File: config.mk
export PLATFORM = sky130hd
export DESIGN_NAME = gate_sweep_ctrl_flat
export DESIGN_NICKNAME = d
export VERILOG_FILES = /design/src/rtl/gate_sweep_ctrl_if.sv /design/src/rtl/gate_sweep_ctrl.sv /design/src/flat_wrapper.sv
export SDC_FILE = /design/constraint.sdc
export NUM_CORES = 1
export LEC_CHECK = 0
export CAP_MARGIN = 20
export CORE_MARGIN = 2
export CORE_UTILIZATION = 44
export DETAILED_ROUTE_END_ITERATION = 16
export HOLD_SLACK_MARGIN = 0.02
export PLACE_DENSITY = 0.71
export SYNTH_ARGS = -nofsm -noshare
export SYNTH_HDL_FRONTEND = slang
export SYNTH_SLANG_ARGS = --single-unit
File: constraint.sdc
create_clock -name clk -period 2 [get_ports clk]
set_clock_uncertainty 0.05 [all_clocks]
set_input_delay 0.6 -clock clk [delete_from_list [all_inputs] [get_ports clk]]
set_output_delay 0.6 -clock clk [all_outputs]
set_load 0.005 [all_outputs]
File: src/rtl/gate_sweep_ctrl_if.sv
// gate_sweep_ctrl_if: control, status and gate-under-test signals of the sweep checker
// master: drives start, abort, dut_out; observes stim, busy, done, pass, err_count, fail_vec
// slave:  the sweep controller side
interface gate_sweep_ctrl_if #(parameter int WIDTH = 2);
    logic                  start;
    logic                  abort;
    logic                  dut_out;
    logic [WIDTH-1:0]      stim;
    logic                  busy;
    logic                  done;
    logic                  pass;
    logic [WIDTH:0]        err_count;
    logic [(1<<WIDTH)-1:0] fail_vec;

    modport master (
        output start, abort, dut_out,
        input  stim, busy, done, pass, err_count, fail_vec
    );

    modport slave (
        input  start, abort, dut_out,
        output stim, busy, done, pass, err_count, fail_vec
    );
endinterface

File: src/rtl/gate_sweep_ctrl.sv
// gate_sweep_ctrl: clocked exhaustive sweep of a combinational gate against a truth table
// clk, rst_n (async, active low); bus.slave carries start/abort/dut_out in and
// stim/busy/done/pass/err_count/fail_vec out, all outputs registered
module gate_sweep_ctrl #(
    parameter int                    WIDTH  = 2,
    parameter int                    SETTLE = 2,
    parameter logic [(1<<WIDTH)-1:0] EXPECT = 4'b0110
) (
    input logic              clk,
    input logic              rst_n,
    gate_sweep_ctrl_if.slave bus
);
    localparam int TW = (SETTLE > 1) ? $clog2(SETTLE) : 1;

    typedef enum logic [1:0] {IDLE, WAIT, SAMPLE, DONE} state_t;

    state_t        state;
    logic [TW-1:0] timer;
    logic          miss;
    logic [WIDTH:0] errNext;

    assign miss    = bus.dut_out != EXPECT[bus.stim];
    // count including the current sample, so the last pattern is reflected in pass
    assign errNext = bus.err_count + (WIDTH+1)'(miss);

    always_ff @(posedge clk or negedge rst_n) begin
        if (!rst_n) begin
            state         <= IDLE;
            timer         <= '0;
            bus.stim      <= '0;
            bus.busy      <= 1'b0;
            bus.done      <= 1'b0;
            bus.pass      <= 1'b0;
            bus.err_count <= '0;
            bus.fail_vec  <= '0;
        end else begin
            case (state)
                IDLE, DONE: begin
                    if (bus.start) begin
                        state         <= WAIT;
                        timer         <= TW'(SETTLE - 1);
                        bus.stim      <= '0;
                        bus.busy      <= 1'b1;
                        bus.done      <= 1'b0;
                        bus.pass      <= 1'b0;
                        bus.err_count <= '0;
                        bus.fail_vec  <= '0;
                    end
                end
                WAIT, SAMPLE: begin
                    if (bus.abort) begin
                        // partial results stay visible; an in-flight sample is dropped
                        state    <= IDLE;
                        bus.stim <= '0;
                        bus.busy <= 1'b0;
                        bus.done <= 1'b0;
                        bus.pass <= 1'b0;
                    end else if (state == WAIT) begin
                        if (timer == '0)
                            state <= SAMPLE;
                        else
                            timer <= timer - 1'b1;
                    end else begin
                        if (miss) begin
                            bus.fail_vec[bus.stim] <= 1'b1;
                            bus.err_count          <= errNext;
                        end
                        if (bus.stim != {WIDTH{1'b1}}) begin
                            state    <= WAIT;
                            timer    <= TW'(SETTLE - 1);
                            bus.stim <= bus.stim + 1'b1;
                        end else begin
                            state    <= DONE;
                            bus.stim <= '0;
                            bus.busy <= 1'b0;
                            bus.done <= 1'b1;
                            bus.pass <= errNext == '0;
                        end
                    end
                end
                default: state <= IDLE;
            endcase
        end
    end
endmodule

File: src/flat_wrapper.sv
// flat-port wrapper written by rule: the top's interface ports become plain ports
module gate_sweep_ctrl_flat 
#(
    parameter int                    WIDTH  = 2,
    parameter int                    SETTLE = 2,
    parameter logic [(1<<WIDTH)-1:0] EXPECT = 4'b0110
)
  (clk, rst_n, bus_start, bus_abort, bus_dut_out, bus_stim, bus_busy, bus_done, bus_pass, bus_err_count, bus_fail_vec);
  gate_sweep_ctrl_if #(.WIDTH(WIDTH)) bus_i ();
  input logic clk;
  input logic rst_n;
  input wire logic [$bits(bus_i.start)-1:0] bus_start;
  input wire logic [$bits(bus_i.abort)-1:0] bus_abort;
  input wire logic [$bits(bus_i.dut_out)-1:0] bus_dut_out;
  output wire logic [$bits(bus_i.stim)-1:0] bus_stim;
  output wire logic [$bits(bus_i.busy)-1:0] bus_busy;
  output wire logic [$bits(bus_i.done)-1:0] bus_done;
  output wire logic [$bits(bus_i.pass)-1:0] bus_pass;
  output wire logic [$bits(bus_i.err_count)-1:0] bus_err_count;
  output wire logic [$bits(bus_i.fail_vec)-1:0] bus_fail_vec;
  assign bus_i.start = bus_start;
  assign bus_i.abort = bus_abort;
  assign bus_i.dut_out = bus_dut_out;
  assign bus_stim = bus_i.stim;
  assign bus_busy = bus_i.busy;
  assign bus_done = bus_i.done;
  assign bus_pass = bus_i.pass;
  assign bus_err_count = bus_i.err_count;
  assign bus_fail_vec = bus_i.fail_vec;
  gate_sweep_ctrl #(.WIDTH(WIDTH), .SETTLE(SETTLE), .EXPECT(EXPECT)) u_core (.clk(clk), .rst_n(rst_n), .bus(bus_i));
endmodule
==> flow_summary.toml, run 1 <==
[status]
status = "finished, final reports clean"

[finish]
fin_nets = 127
diodes = 0
final_cells = 138
drive_gt1_frac = 0.257
syn_to_final_growth_pct = 43.0

[critical_path]
max_stage_delay_ps = 500
rrSetupSlack_ps = 120
r2r-start = "u_core.bus.stim[0]$_DFFE_PN0P_"
worstPathArrival_ps = 1290
worstSetupPathType = "reg -> out"
worstPathCellList = "buf_4, clkdlybuf4s50_1"
worstPathRequired_ps = 1350
crit_fanout = 5
cp_slowest_cell = "clkdlybuf4s50_1"
startpoint = "u_core.bus.stim[0]$_DFFE_PN0P_"
endpoint_kind = "output port"
cp-start-kind = "register"

[detailed_routing]
vias = 679
drc = 0
drtAntennaViolNets = 0
drt_first_iter_violations = 11
firstDrtPassIters = 4
wl_per_cell_um = 12.3
wirelength_mm = 1.70
vias_per_cell = 4.92

[clocking]
numClockSinks = 15
cts-htree-levels = 1
max-clock-path-buffers = 2
cts_made_buffers = 3
clk_root_buffer_cell = "clkbuf_4"
clk_pin_slew_ps = 90
cts_tree = "built"
clk-insertion-delay-late_ps = 290
holdBufCountCts = 0
postCtsSetupBuffers = 0

[global_routing]
grt_pass1_vias = 635
grt_usage = 0.187
gr-total-overflow = 0
grt_pass1_wl_mm = 2.84
grt_max_degree = 16
antenna_found_initial = 0

[yosys]
postSynth.asyncResetShare = 1.00
yosysWarnings = 0
dominantRegCellSynth = "dfrtp_1"
syn_area_per_cell_um2 = 10.5
syn_inst = 79
ys_seq_area_frac = 0.455
syn-cell-area_um2 = 826
ys_types = 25
yosysMostFrequentCell = "dfrtp_1"
synth_commonest_cells = "15 x dfrtp_1, 8 x ha_1, 8 x nor2_1"
synth_top_cell_area_share = 0.455
synth_top_cell_by_area = "dfrtp_1"
syn_nets = 92
synthTopCellsByArea = "dfrtp_1 45%, ha_1 12%, o21ai_0 4.2%, mux2i_1 3.6%, nor2_1 3.6%"
synth_seq_cells = 15
synth_edf_count = 0

[pwr]
total_power_mw = 1.61
worst_ir_drop_vdd_v = 0.00110
p_leak_nw = 0.558
power_density_nw_per_um2 = 1370

[floorplanning]
fp.coreArea_um2 = 1750
rows = 15
initial_core_util = 0.473
dieArea_um2 = 2240
io_pins = 17
dieHeight_um = 47.3
die_w_um = 47.3

[sta]
drv_slew = 0
timing.final.crit_period_ps = 1940
hold_viol_final = 0
rsz0062_at_grt = "no"
tightest_slew_ps = 313
maxSlewHeadroom = 0.791
final-setup-viol-count = 0
fin_crit_sh = 0.969
maxClockFrequency_mhz = 516

[placed_design]
hpwl_mm = 1.34
dp_cells = 134
routabilityCongestion = 0.791
port_buffers = 16

[min_path]
min_from = "u_core.bus.fail_vec[3]$_DFFE_PN0P_"
hold_path_class = "reg -> reg"

[job]
max-cap-violations = 0
[worst paths after layout]
path                                                  endpoint  cells after the start
hold reg to reg             u_core.bus.fail_vec[3]$_DFFE_PN0P_                      2
max in group asynchronous   u_core.bus.fail_vec[0]$_DFFE_PN0P_                      2
hold / removal              u_core.bus.fail_vec[3]$_DFFE_PN0P_                      2
setup reg to reg                   u_core.bus.pass$_DFFE_PN0P_                      8
setup / recovery                                   bus_stim[0]                      2
min in group asynchronous  u_core.bus.err_count[1]$_DFFE_PN0P_                      2
[area by class of cell]
type / instances / area [um2]
sequential: 15 / 375
fill: 142 / 564
clock buffer: 3 / 22.5
tap: 25 / 31.3
clock inverter: 1 / 5.00
inverter: 5 / 18.8
multi-input combinational: 58 / 457
timing repair buffer: 31 / 272
[sequential cells by signal, summed over array words and instances, names as in the netlist]
name / cells
u_core.bus.fail_vec: 4
u_core.timer: 1
u_core.bus.pass: 1
u_core.bus.busy: 1
u_core.bus.stim: 2
u_core.state: 2
u_core.bus.done: 1
u_core.bus.err_count: 3
[power breakdown]
part / switching, mW / internal (mW) / total [mW] / leakage [nW]
logic: 0.445 / 0.522 / 0.967 / 0.346
clock network: 0.106 / 0.0742 / 0.180 / 0.0177
registers: 0.0700 / 0.397 / 0.467 / 0.194
[cells by family after synthesis]
logic type | after synthesis | share of synthesized area
AND/OR/NAND/NOR | 24 | 0.173
AO/OA/AOI/OAI | 20 | 0.142
flip-flops | 15 | 0.455
adder cells (fa/ha/maj) | 8 | 0.121
buffers and inverters | 6 | 0.0288
multiplexers | 4 | 0.0500
XOR/XNOR | 2 | 0.0303
[timing repair]
| action | in CTS | in global routing |
|---|---|---|
| pin swaps | 0 | 1 |
| cloned | 0 | 0 |
| endpoints found under the setup margin | 2 | 2 |
| resized for setup | 1 | 3 |
[critical path: cells and delay by family, from the launching register on]
kind / cells / cell delay [ps]
buffers and inverters: 2 / 640
DFF: 1 / 370
[per-layer routing]
layer / part of all wire / global-route usage
met5: 0 / 0
met4: 0.0059 / 0.0722
met3: 0.032 / 0.0423
met2: 0.46 / 0.289
met1: 0.50 / 0.254
[per-stage QoR]
stage | setup TNS [ps] | hold slack, ps | utilization | cell area, um2 | setup WS, ps
after global placement | -855 | 425 | 0.658 | 1150 | -376
final | 0 | 459 | 0.677 | 1180 | 62.1
after global routing | 0 | 496 | 0.677 | 1180 | 1.62
after detailed placement | -869 | 449 | 0.658 | 1150 | -392
after floorplan | 0 | 254 | - | 850 | 23.5
after CTS | 0 | 470 | 0.673 | 1170 | 41.3
[cell usage in the layout (no fill, tap or decap)]
cell type | Yosys | layout
a22o_1 | 2 | 2
nor2b_1 | 1 | 1
or2_2 | 1 | 1
o21ai_1 | 1 | 1
dlygate4sd2_1 | 0 | 1
mux2i_1 | 3 | 3
buf_4 | 0 | 15
xor2_4 | 0 | 1
clkbuf_4 | 0 | 3
nor3_4 | 1 | 1
nor3b_1 | 1 | 1
inv_1 | 5 | 3
nor2_1 | 8 | 8
nand3b_1 | 1 | 1
a21oi_1 | 5 | 5
ha_2 | 0 | 1
nand2_4 | 1 | 1
xor2_1 | 1 | 1
dfrtp_1 | 15 | 15
clkinv_2 | 0 | 1
nor4_1 | 1 | 1
o21ai_0 | 7 | 7
a31oi_1 | 4 | 4
ha_4 | 0 | 1
nand2b_1 | 4 | 4
clkdlybuf4s50_1 | 0 | 15
inv_2 | 0 | 2
mux2_4 | 0 | 1
and4b_2 | 1 | 1
ha_1 | 8 | 6
a311o_1 | 1 | 1
nand2_1 | 4 | 4
(Power assumes the default switching activity.)
==> run 2, diff against run 1 <==
--- a/config.mk
+++ b/config.mk
@@ -7,10 +7,10 @@
 export LEC_CHECK = 0
 export CAP_MARGIN = 20
 export CORE_MARGIN = 2
-export CORE_UTILIZATION = 44
+export CORE_UTILIZATION = 42
 export DETAILED_ROUTE_END_ITERATION = 16
 export HOLD_SLACK_MARGIN = 0.02
-export PLACE_DENSITY = 0.71
+export PLACE_DENSITY = 0.68
 export SYNTH_ARGS = -nofsm -noshare
 export SYNTH_HDL_FRONTEND = slang
 export SYNTH_SLANG_ARGS = --single-unit
==> constraint.sdc (replaced) <==
create_clock -name clk -period 1.6 [get_ports clk]
set_clock_uncertainty 0.05 [all_clocks]
set_input_delay 0.48 -clock clk [delete_from_list [all_inputs] [get_ports clk]]
set_output_delay 0.48 -clock clk [all_outputs]
set_load 0.005 [all_outputs]
==> run 2 against run 1 <==
Net effect: the flow now finishes with violations (negative setup slack); flip-flop and latch count did not move; non-clock buffer count rose by 19; combinational power rose by 69%; routed wire length rose by 31%; register-to-register slack got worse by 360 ps; total power rose by 49%; worst setup slack got worse by 300 ps; core utilization rose by 5.7 points; global-route usage rose by 2.2 points; clock power rose by 21%; sequential share of layout area fell by 4.9 points; design area rose by 18%; critical path type is now reg -> reg; critical endpoint is now u_core.bus.pass$_DFFE_PN0P_; highest routed layer unchanged.
==> flow_summary.toml, run 2 (synthesized netlist as in run 1, its figures left out) <==
[status]
status = "finished with violations"
violations = "negative setup slack"

[pwr]
worst_ir_drop_vdd_v = 0.00143
p_sw_frac = 0.385
p_leak_nw = 0.695
intPower_mw = 1.48
power_density_nw_per_um2 = 1730
power_frac_seq = 0.236
pwr-share-clk = 0.090
netSwitchingPower_mw = 0.929
power_frac_comb = 0.675

[global_routing]
grt_pass1_wl_mm = 3.78
antenna_found_initial = 0
grt_max_degree = 16
grt_pass1_vias = 854
gr-total-overflow = 0
grt_usage = 0.209

[finish]
final_cell_mix = "31 x buf_4, 15 x dfrtp_1, 11 x dlygate4sd2_1, 7 x nor2_1"
fin_nets = 146
syn_to_final_growth_pct = 68.9
drive_gt1_frac = 0.424
fin_area_um2 = 1400
final_common_cell = "buf_4"
largest_reg_flops = 4
diodes = 0
largestRegisters = "u_core.bus.fail_vec: 4 flops, u_core.bus.err_count: 3 flops"
regMostFlops = "u_core.bus.fail_vec"

[critical_path]
cpMostUsedCell = "ha_4"
crit_fanout = 3
endpoint_kind = "register"
worstSetupPathType = "reg -> reg"
rrSetupSlack_ps = -240
cp_slowest_cell = "dfrtp_1"
cp-start-kind = "register"
max_stage_delay_ps = 400
worstPathArrival_ps = 2010
worstPathCellList = "inv_2, ha_4, xor2_4, ha_4, ha_4, xor2_1, nor4_1, mux2_4"
worstPathRequired_ps = 1770

[detailed_routing]
wl_per_cell_um = 14.0
firstDrtPassIters = 4
vias = 802
drc = 0
drt_first_iter_violations = 26
wirelength_mm = 2.23
drtAntennaViolNets = 0
vias_per_cell = 5.04

[clocking]
cts_made_buffers = 3
cts_tree = "built"
clk_pin_slew_ps = 90
clk_root_buffer_cell = "clkbuf_4"
max-clock-path-buffers = 2
cts-htree-levels = 1
numClockSinks = 15
clk-insertion-delay-late_ps = 270

[floorplanning]
rows = 16
io_pins = 17
initial_core_util = 0.434
dieHeight_um = 48.3
fp.coreArea_um2 = 1900
dieArea_um2 = 2340
die_w_um = 48.3

[placed_design]
hpwl_mm = 1.59
routabilityCongestion = 0.820
port_buffers = 16
place_area_um2 = 1240

[sta]
final.setup.worst_slack_ps = -237
maxClockFrequency_mhz = 544
fin_setup_tns_ps = -735
tightest_slew_ps = 264
hold_viol_final = 0
drv_slew = 0
rsz0062_at_grt = "yes"
timing.final.crit_period_ps = 1840
final-setup-viol-count = 7
maxSlewHeadroom = 0.823
fin_crit_sh = 1.15

[min_path]
hold_path_class = "in -> async"

[job]
max-cap-violations = 0
run 2: critical path, delay by kind of cell (launching register included):
| kind | cells | cell delay (ps) |
|---|---|---|
| buffers and inverters | 1 | 90 |
| adder cells (fa/ha/maj) | 3 | 550 |
| XOR/XNOR | 2 | 310 |
| AND/OR/NAND/NOR | 1 | 190 |
| flip-flops | 1 | 400 |
| multiplexers | 1 | 190 |
run 2: metal layers:
layer | part of all wire | global-route usage
met4 | 0.017 | 0.0762
met2 | 0.54 | 0.394
met1 | 0.40 | 0.236
met5 | 0 | 0
met3 | 0.037 | 0.0340
run 2: per-stage QoR:
stage / hold WS (ps) / setup slack, ps / utilization / std cells / power [mW]
finish: 463 / -237 / 0.734 / 159 / 2.41
global route: 465 / -304 / 0.734 / 159 / 2.60
CTS: 461 / -294 / 0.713 / 159 / 2.29
detailed placement: 443 / -585 / 0.652 / 144 / 1.92
global placement: 433 / -534 / 0.652 / 144 / 1.87
floorplan: 134 / -344 / - / 79 / 1.30
run 2: worst paths after layout:
check | startpoint | end | cells after the start
setup / recovery | u_core.bus.stim[0]$_DFFE_PN0P_ | u_core.bus.pass$_DFFE_PN0P_ | 8
hold / removal | rst_n | u_core.bus.err_count[2]$_DFFE_PN0P_ | 2
setup reg to reg | u_core.bus.stim[0]$_DFFE_PN0P_ | u_core.bus.pass$_DFFE_PN0P_ | 8
hold reg to reg | u_core.bus.fail_vec[2]$_DFFE_PN0P_ | u_core.bus.fail_vec[2]$_DFFE_PN0P_ | 2
max in group asynchronous | rst_n | u_core.bus.done$_DFFE_PN0P_ | 2
min in group clk | u_core.bus.fail_vec[2]$_DFFE_PN0P_ | u_core.bus.fail_vec[2]$_DFFE_PN0P_ | 2
run 2: power by group through the flow:
stage	Clock, mW	Sequential [mW]	Combinational (mW)
after floorplan	0	0.597	0.708
after global placement	0	0.576	1.29
after detailed placement	0	0.585	1.34
after CTS	0.226	0.563	1.50
after global routing	0.255	0.580	1.76
final	0.217	0.568	1.63
run 2: cell type report:
type / instances / area [um2]
clock buffer: 4 / 26.3
sequential: 15 / 375
timing repair buffer: 50 / 414
inverter: 5 / 18.8
tap: 27 / 33.8
fill: 139 / 507
multi-input combinational: 58 / 527
run 2: what timing repair did:
action	CTS	global route
hold buffers	0	0
setup buffers	12	2
hold endpoints to repair	0	0
gates resized for setup	19	11
setup endpoints to repair	23	13
pin swaps	10	3
==> patch 1: new RTL, settings of run 1 <==
`SETTLE` is set to 2 in 2 places; all go to 4.
--- a/src/rtl/gate_sweep_ctrl.sv
+++ b/src/rtl/gate_sweep_ctrl.sv
@@ -3,7 +3,7 @@
 // stim/busy/done/pass/err_count/fail_vec out, all outputs registered
 module gate_sweep_ctrl #(
     parameter int                    WIDTH  = 2,
-    parameter int                    SETTLE = 2,
+    parameter int                    SETTLE = 4,
     parameter logic [(1<<WIDTH)-1:0] EXPECT = 4'b0110
 ) (
     input logic              clk,
--- a/src/flat_wrapper.sv
+++ b/src/flat_wrapper.sv
@@ -2,7 +2,7 @@
 module gate_sweep_ctrl_flat 
 #(
     parameter int                    WIDTH  = 2,
-    parameter int                    SETTLE = 2,
+    parameter int                    SETTLE = 4,
     parameter logic [(1<<WIDTH)-1:0] EXPECT = 4'b0110
 )
   (clk, rst_n, bus_start, bus_abort, bus_dut_out, bus_stim, bus_busy, bus_done, bus_pass, bus_err_count, bus_fail_vec);
Check against the original RTL: not equivalent (a bounded check fails within 10 cycles, from zero or initial values and one cycle with rst_n low).
==> patch 1 against run 1 <==
The run now ends with negative setup slack left; sequential cell count rose by 1; routed wire length rose by 30%; total power rose by 25%; area after synthesis rose by 16%; sequential share of layout area fell by 1.8 points; worst setup slack got worse by 0.13 ns; final area rose by 13%; critical path type is now reg2reg.
==> patch 1: results (changes against run 1) <==
{
  "crit_slowest_cell": {"value": "or4_1", "change": "was clkdlybuf4s50_1"},
  "switching_share": {"value": 0.3880, "change": "was 0.3848"},
  "worst_hold_startpoint": {"value": "u_core.bus.fail_vec[1]", "change": "was u_core.bus.fail_vec[3]"},
  "yosysSeqAreaShare": {"value": 0.4188, "change": "was 0.4545"},
  "synth_top_cells_by_count": {"value": "dfrtp_1 (16), inv_1 (11), nand2_1 (11)", "change": "was dfrtp_1 (15), ha_1 (8), nor2_1 (8)"},
  "setup_viol": {"value": 1, "change": "was 0"},
  "outcome": {"value": "complete, but fails checks", "change": "was complete, no violations"},
  "fin_ws": {"value": -0.06897, "unit": "ns", "change": "was 0.06212 ns"},
  "yosys.cell_types.count": {"value": 28, "change": "was 25"},
  "post_route_cells_drive_above_1_share": {"value": 0.2519, "change": "was 0.2566"},
  "first_global_vias": {"value": 790, "change": "was 635"},
  "static-leakage-power": {"value": 0.6157, "unit": "nW", "change": "was 0.5579 nW"},
  "route.detailed.vias_per_inst": {"value": 5.142, "change": "was 4.920"},
  "cts_root_buffer": {"value": "clkbuf_4", "change": "unchanged"},
  "failed_checks": {"value": "negative setup slack"},
  "wl_per_cell": {"value": 13.62, "unit": "µm", "change": "was 12.30 µm"},
  "slew-limit-headroom": {"value": 0.7836, "change": "was 0.7914"},
  "synth.net_count": {"value": 116, "change": "was 92"},
  "crit_arrival": {"value": 2.24, "unit": "ns", "change": "was 1.29 ns"},
  "nets": {"value": 151, "change": "was 127"},
  "dpl_cell_area": {"value": 1272, "unit": "µm²", "change": "was 1149 µm²"},
  "wire_length_of_the_first_global_routing_pass": {"value": 3691, "unit": "µm", "change": "was 2835 µm"},
  "irDropWorstVdd": {"value": 1.197, "unit": "mV", "change": "was 1.099 mV"},
  "synth_top_area_cells": {"value": "dfrtp_1 (42%), ha_1 (13%), a21oi_1 (5.2%), inv_1 (4.3%), nand2_1 (4.3%)", "change": "was dfrtp_1 (45%), ha_1 (12%), o21ai_0 (4.2%), mux2i_1 (3.6%), nor2_1 (3.6%)"},
  "worstSetupPathType": {"value": "reg2reg", "change": "was reg2out"},
  "detailedRoute.firstIterationViolations": {"value": 22, "change": "was 11"}
}
-- patch 1: cell count changes after synthesis, moves of 3 or more --
| cell | delta |
|---|---|
| nand2_1 | +7 |
| a221o_1 | +3 |
| a21oi_1 | +5 |
| inv_1 | +6 |
| nand2b_1 | -4 |
| a31oi_1 | -3 |
-- patch 1: power groups by stage --
stage	clock, mW	sequential [mW]	combinational, mW
after floorplan	0	0.546	0.729
after global placement	0	0.532	1.16
after detailed placement	0	0.541	1.21
after CTS	0.229	0.534	1.23
after global routing	0.237	0.551	1.38
final	0.224	0.533	1.26
-- patch 1: worst max-delay path, delay by kind of cell (launching register included) --
kind / cells / cell delay [ns]
xor gates and xnor gates: 1 / 0.13
AOI/OAI and AO/OA: 1 / 0.15
DFF: 1 / 0.42
adders and majority gates: 3 / 0.61
and+or+nand+nor: 1 / 0.51
buffers and inverters: 2 / 0.13
-- patch 1: final cells by class --
type,count,area (µm²)
fill,158,664.4
multi-input combinational,72,545.5
timing repair buffer,32,279.0
clock buffer,4,36.28
sequential,16,401.6
inverter,11,41.29
tap,27,33.78
-- patch 1: repair_timing --
item,in CTS,in global routing
setup buffers,2,2
resized for setup,2,1
pin swaps,5,2
setup endpoints to repair,1,1
-- patch 1: kinds of logic (layout without fill, tap and decap cells) --
kind of cell | after synthesis | in the layout | share of synthesized area
and+or+nand+nor | 32 | 32 | 0.1806
AOI/OAI and AO/OA | 26 | 26 | 0.1702
DFF | 16 | 16 | 0.4188
buffers and inverters | 13 | 47 | 0.05105
adders and majority gates | 10 | 10 | 0.1309
xor gates and xnor gates | 2 | 2 | 0.02618
muxes | 2 | 2 | 0.02225
-- patch 1: metal layers --
metal | up-vias | part of all wire | wire, µm | global-route usage
met1 | 386 | 0.46 | 1010 | 0.2547
met3 | 6 | 0.047 | 104 | 0.02976
met5 | - | 0 | 0 | 0
met2 | 30 | 0.47 | 1030 | 0.3004
met4 | 0 | 0.027 | 60 | 0.09910
li1 | 411 | - | - | -
-- patch 1: metrics by stage --
step             util   TNS, ns  cells  hold slack [ns]
2_1_floorplan       -   -0.1969    101           0.2544
3_3_place_gp   0.6356    -1.134    154           0.4284
3_5_place_dp   0.6356    -1.264    154           0.4358
4_1_cts        0.6600  -0.05545    160           0.4629
5_1_grt        0.6681   -0.1478    162           0.4866
6_report       0.6681  -0.06897    162           0.4569
-- patch 1: worst paths after layout --
path / end / slack (ns)
min reg2reg: u_core.bus.fail_vec[1] / 0.46
max in group asynchronous: u_core.bus.stim[0] / 1.12
max reg2reg: u_core.bus.pass / -0.07
max: u_core.bus.pass / -0.07
min in group asynchronous: u_core.bus.fail_vec[0] / 0.57
min: u_core.bus.fail_vec[1] / 0.46
==> patch 2: new RTL, flow settings as in run 1 <==
Without the edit above. Reset style: synchronous (`rst_n`), changed in one clocked block. Comments in the files are not updated.
--- a/src/rtl/gate_sweep_ctrl.sv
+++ b/src/rtl/gate_sweep_ctrl.sv
@@ -23,7 +23,7 @@
     // count including the current sample, so the last pattern is reflected in pass
     assign errNext = bus.err_count + (WIDTH+1)'(miss);
 
-    always_ff @(posedge clk or negedge rst_n) begin
+    always_ff @(posedge clk) begin
         if (!rst_n) begin
             state         <= IDLE;
             timer         <= '0;
Behaviour: differs if rst_n is asserted again (counterexample within 4 cycles, from zero or initial values and one cycle with rst_n low); with rst_n held inactive, the same outputs for 10 cycles.
==> patch 2 against run 1 <==
Via count rose by 7.2%; worst setup slack better by 0.040 ns; non-clock buffer count decreased by 8; core utilization shrank 2.9 points; sequential cell count did not move; area after synthesis grew 0.15%; final area is 4.2% lower; worst hold slack worse by 0.026 ns; first-iteration DRC count up 82%; routed wire length rose by 0.77%.
Power is not compared: it rests on default switching activity, and its combinational part moved more than twofold at a synthesized area within 25%.
==> patch 2: results (changes against run 1) <==
{
  "setup_slack_placement": {"value": -0.3741, "unit": "ns", "change": "was -0.3916 ns"},
  "worstPathMaxFanout": {"value": 2, "change": "was 5"},
  "first_global_vias": {"value": 631, "change": "was 635"},
  "reg_to_reg_endpoint": {"value": "u_core.bus.pass", "change": "unchanged"},
  "transition_time_at_the_pin_with_the_least_slew_margin": {"value": 0.3815, "unit": "ns", "change": "was 0.3129 ns"},
  "synth_top_area_cells": {"value": "dfxtp_1 (36%), ha_1 (12%), o21ai_0 (5.4%), a31oi_1 (3.8%), a21boi_0 (2.7%)", "change": "was dfrtp_1 (45%), ha_1 (12%), o21ai_0 (4.2%), mux2i_1 (3.6%), nor2_1 (3.6%)"},
  "detailedRoute.firstIterationViolations": {"value": 20, "change": "was 11"},
  "grt_usage": {"value": 0.1737, "change": "was 0.1873"},
  "yosys.cell_types.count": {"value": 36, "change": "was 25"},
  "drt_wl_total": {"value": 1711, "unit": "µm", "change": "was 1698 µm"},
  "synth.net_count": {"value": 102, "change": "was 92"},
  "worst_hold_startpoint": {"value": "u_core.bus.fail_vec[0]", "change": "was u_core.bus.fail_vec[3]"},
  "dpl_cell_area": {"value": 1079, "unit": "µm²", "change": "was 1149 µm²"},
  "smallest_hold_slack": {"value": 0.4328, "unit": "ns", "change": "was 0.4588 ns"},
  "ys_async_sr_fraction": {"value": 0, "change": "was 1.000"},
  "dominant_register_cell_in_the_synthesized_netlist": {"value": "dfxtp_1", "change": "was dfrtp_1"},
  "place.detailed.instances": {"value": 133, "change": "was 134"},
  "detailroute.via_count": {"value": 728, "change": "was 679"},
  "largest_net_degree_at_the_start_of_global_routing": {"value": 11, "change": "was 16"},
  "crit_arrival": {"value": 2.08, "unit": "ns", "change": "was 1.29 ns"},
  "wl_per_cell": {"value": 12.49, "unit": "µm", "change": "was 12.30 µm"},
  "global_route.usage.met3": {"value": 0.05769, "change": "was 0.04231"},
  "wire_length_of_the_first_global_routing_pass": {"value": 2704, "unit": "µm", "change": "was 2835 µm"},
  "globalRouteMet1Util": {"value": 0.2313, "change": "was 0.2542"},
  "hold_path_sink": {"value": "u_core.bus.fail_vec[0]", "change": "was u_core.bus.fail_vec[3]"},
  "worst_r2r_startpoint": {"value": "u_core.bus.stim[1]", "change": "was u_core.bus.stim[0]"},
  "gr-usage-met2": {"value": 0.2676, "change": "was 0.2892"},
  "postSynthCellCount": {"value": 89, "change": "was 79"},
  "yosysSeqAreaShare": {"value": 0.3631, "change": "was 0.4545"},
  "detailedPlacementHpwl": {"value": 1309, "unit": "µm", "change": "was 1344 µm"},
  "outcome": {"value": "complete, no violations", "change": "unchanged"},
  "post_route_cells_drive_above_1_share": {"value": 0.2054, "change": "was 0.2566"}
}
patch 2: routing by layer:
| layer | wire, µm | up-vias |
|---|---|---|
| met5 | 0 | - |
| met4 | 12 | 0 |
| met3 | 76 | 2 |
| met2 | 824 | 17 |
| met1 | 798 | 339 |
| li1 | - | 370 |
patch 2: critical path, stage by stage, from the launching register on:
cell,delay (ns)
dfxtp_2,0.33
inv_1,0.06
ha_4,0.30
xor2_4,0.17
ha_4,0.16
ha_4,0.19
nand4bb_1,0.19
nor4_2,0.27
a31o_1,0.13
patch 2: kinds of logic after synthesis:
logic type | share of synthesized area
simple gates | 0.2360
fa+ha+maj | 0.1210
compound gates | 0.1846
mux | 0.01210
flops | 0.3631
xor+xnor | 0.03026
buf+inv | 0.05294
patch 2: worst max path at each step:
stage                       start         endpoint  slack (ns)
2_1_floorplan  u_core.bus.stim[0]  u_core.bus.pass        0.06
3_3_place_gp          bus_dut_out  u_core.bus.pass       -0.32
3_5_place_dp          bus_dut_out  u_core.bus.pass       -0.37
4_1_cts        u_core.bus.stim[0]  u_core.bus.pass        0.09
5_1_grt        u_core.bus.stim[1]  u_core.bus.pass        0.01
6_report       u_core.bus.stim[1]  u_core.bus.pass        0.10
patch 2: final cells by class:
class / instances / area, µm²
fill: 149 / 614.3
multi-input combinational: 66 / 531.8
sequential: 15 / 302.8
timing repair buffer: 23 / 224.0
tap: 25 / 31.28
clock buffer: 4 / 26.28
inverter: 4 / 15.01
patch 2: timing repair:
action / in CTS / in global routing
hold buffers: 0 / 0
hold endpoints to repair: 0 / 0
pin swaps: 0 / 2
setup endpoints to repair: 1 / 1
resized for setup: 1 / 6
patch 2: through the flow:
step                        util  power (mW)
after global routing      0.6480      0.9912
after CTS                 0.6323      0.9145
after detailed placement  0.6179      0.7414
after global placement    0.6179      0.7338
after floorplan                -      0.6272
final                     0.6480      0.9204
patch 2: power groups by stage:
stage / logic, mW / clock network (mW) / registers [mW]
floorplan: 0.266 / 0 / 0.361
global placement: 0.375 / 0 / 0.359
detailed placement: 0.380 / 0 / 0.361
CTS: 0.381 / 0.179 / 0.354
global route: 0.433 / 0.196 / 0.362
finish: 0.388 / 0.176 / 0.357
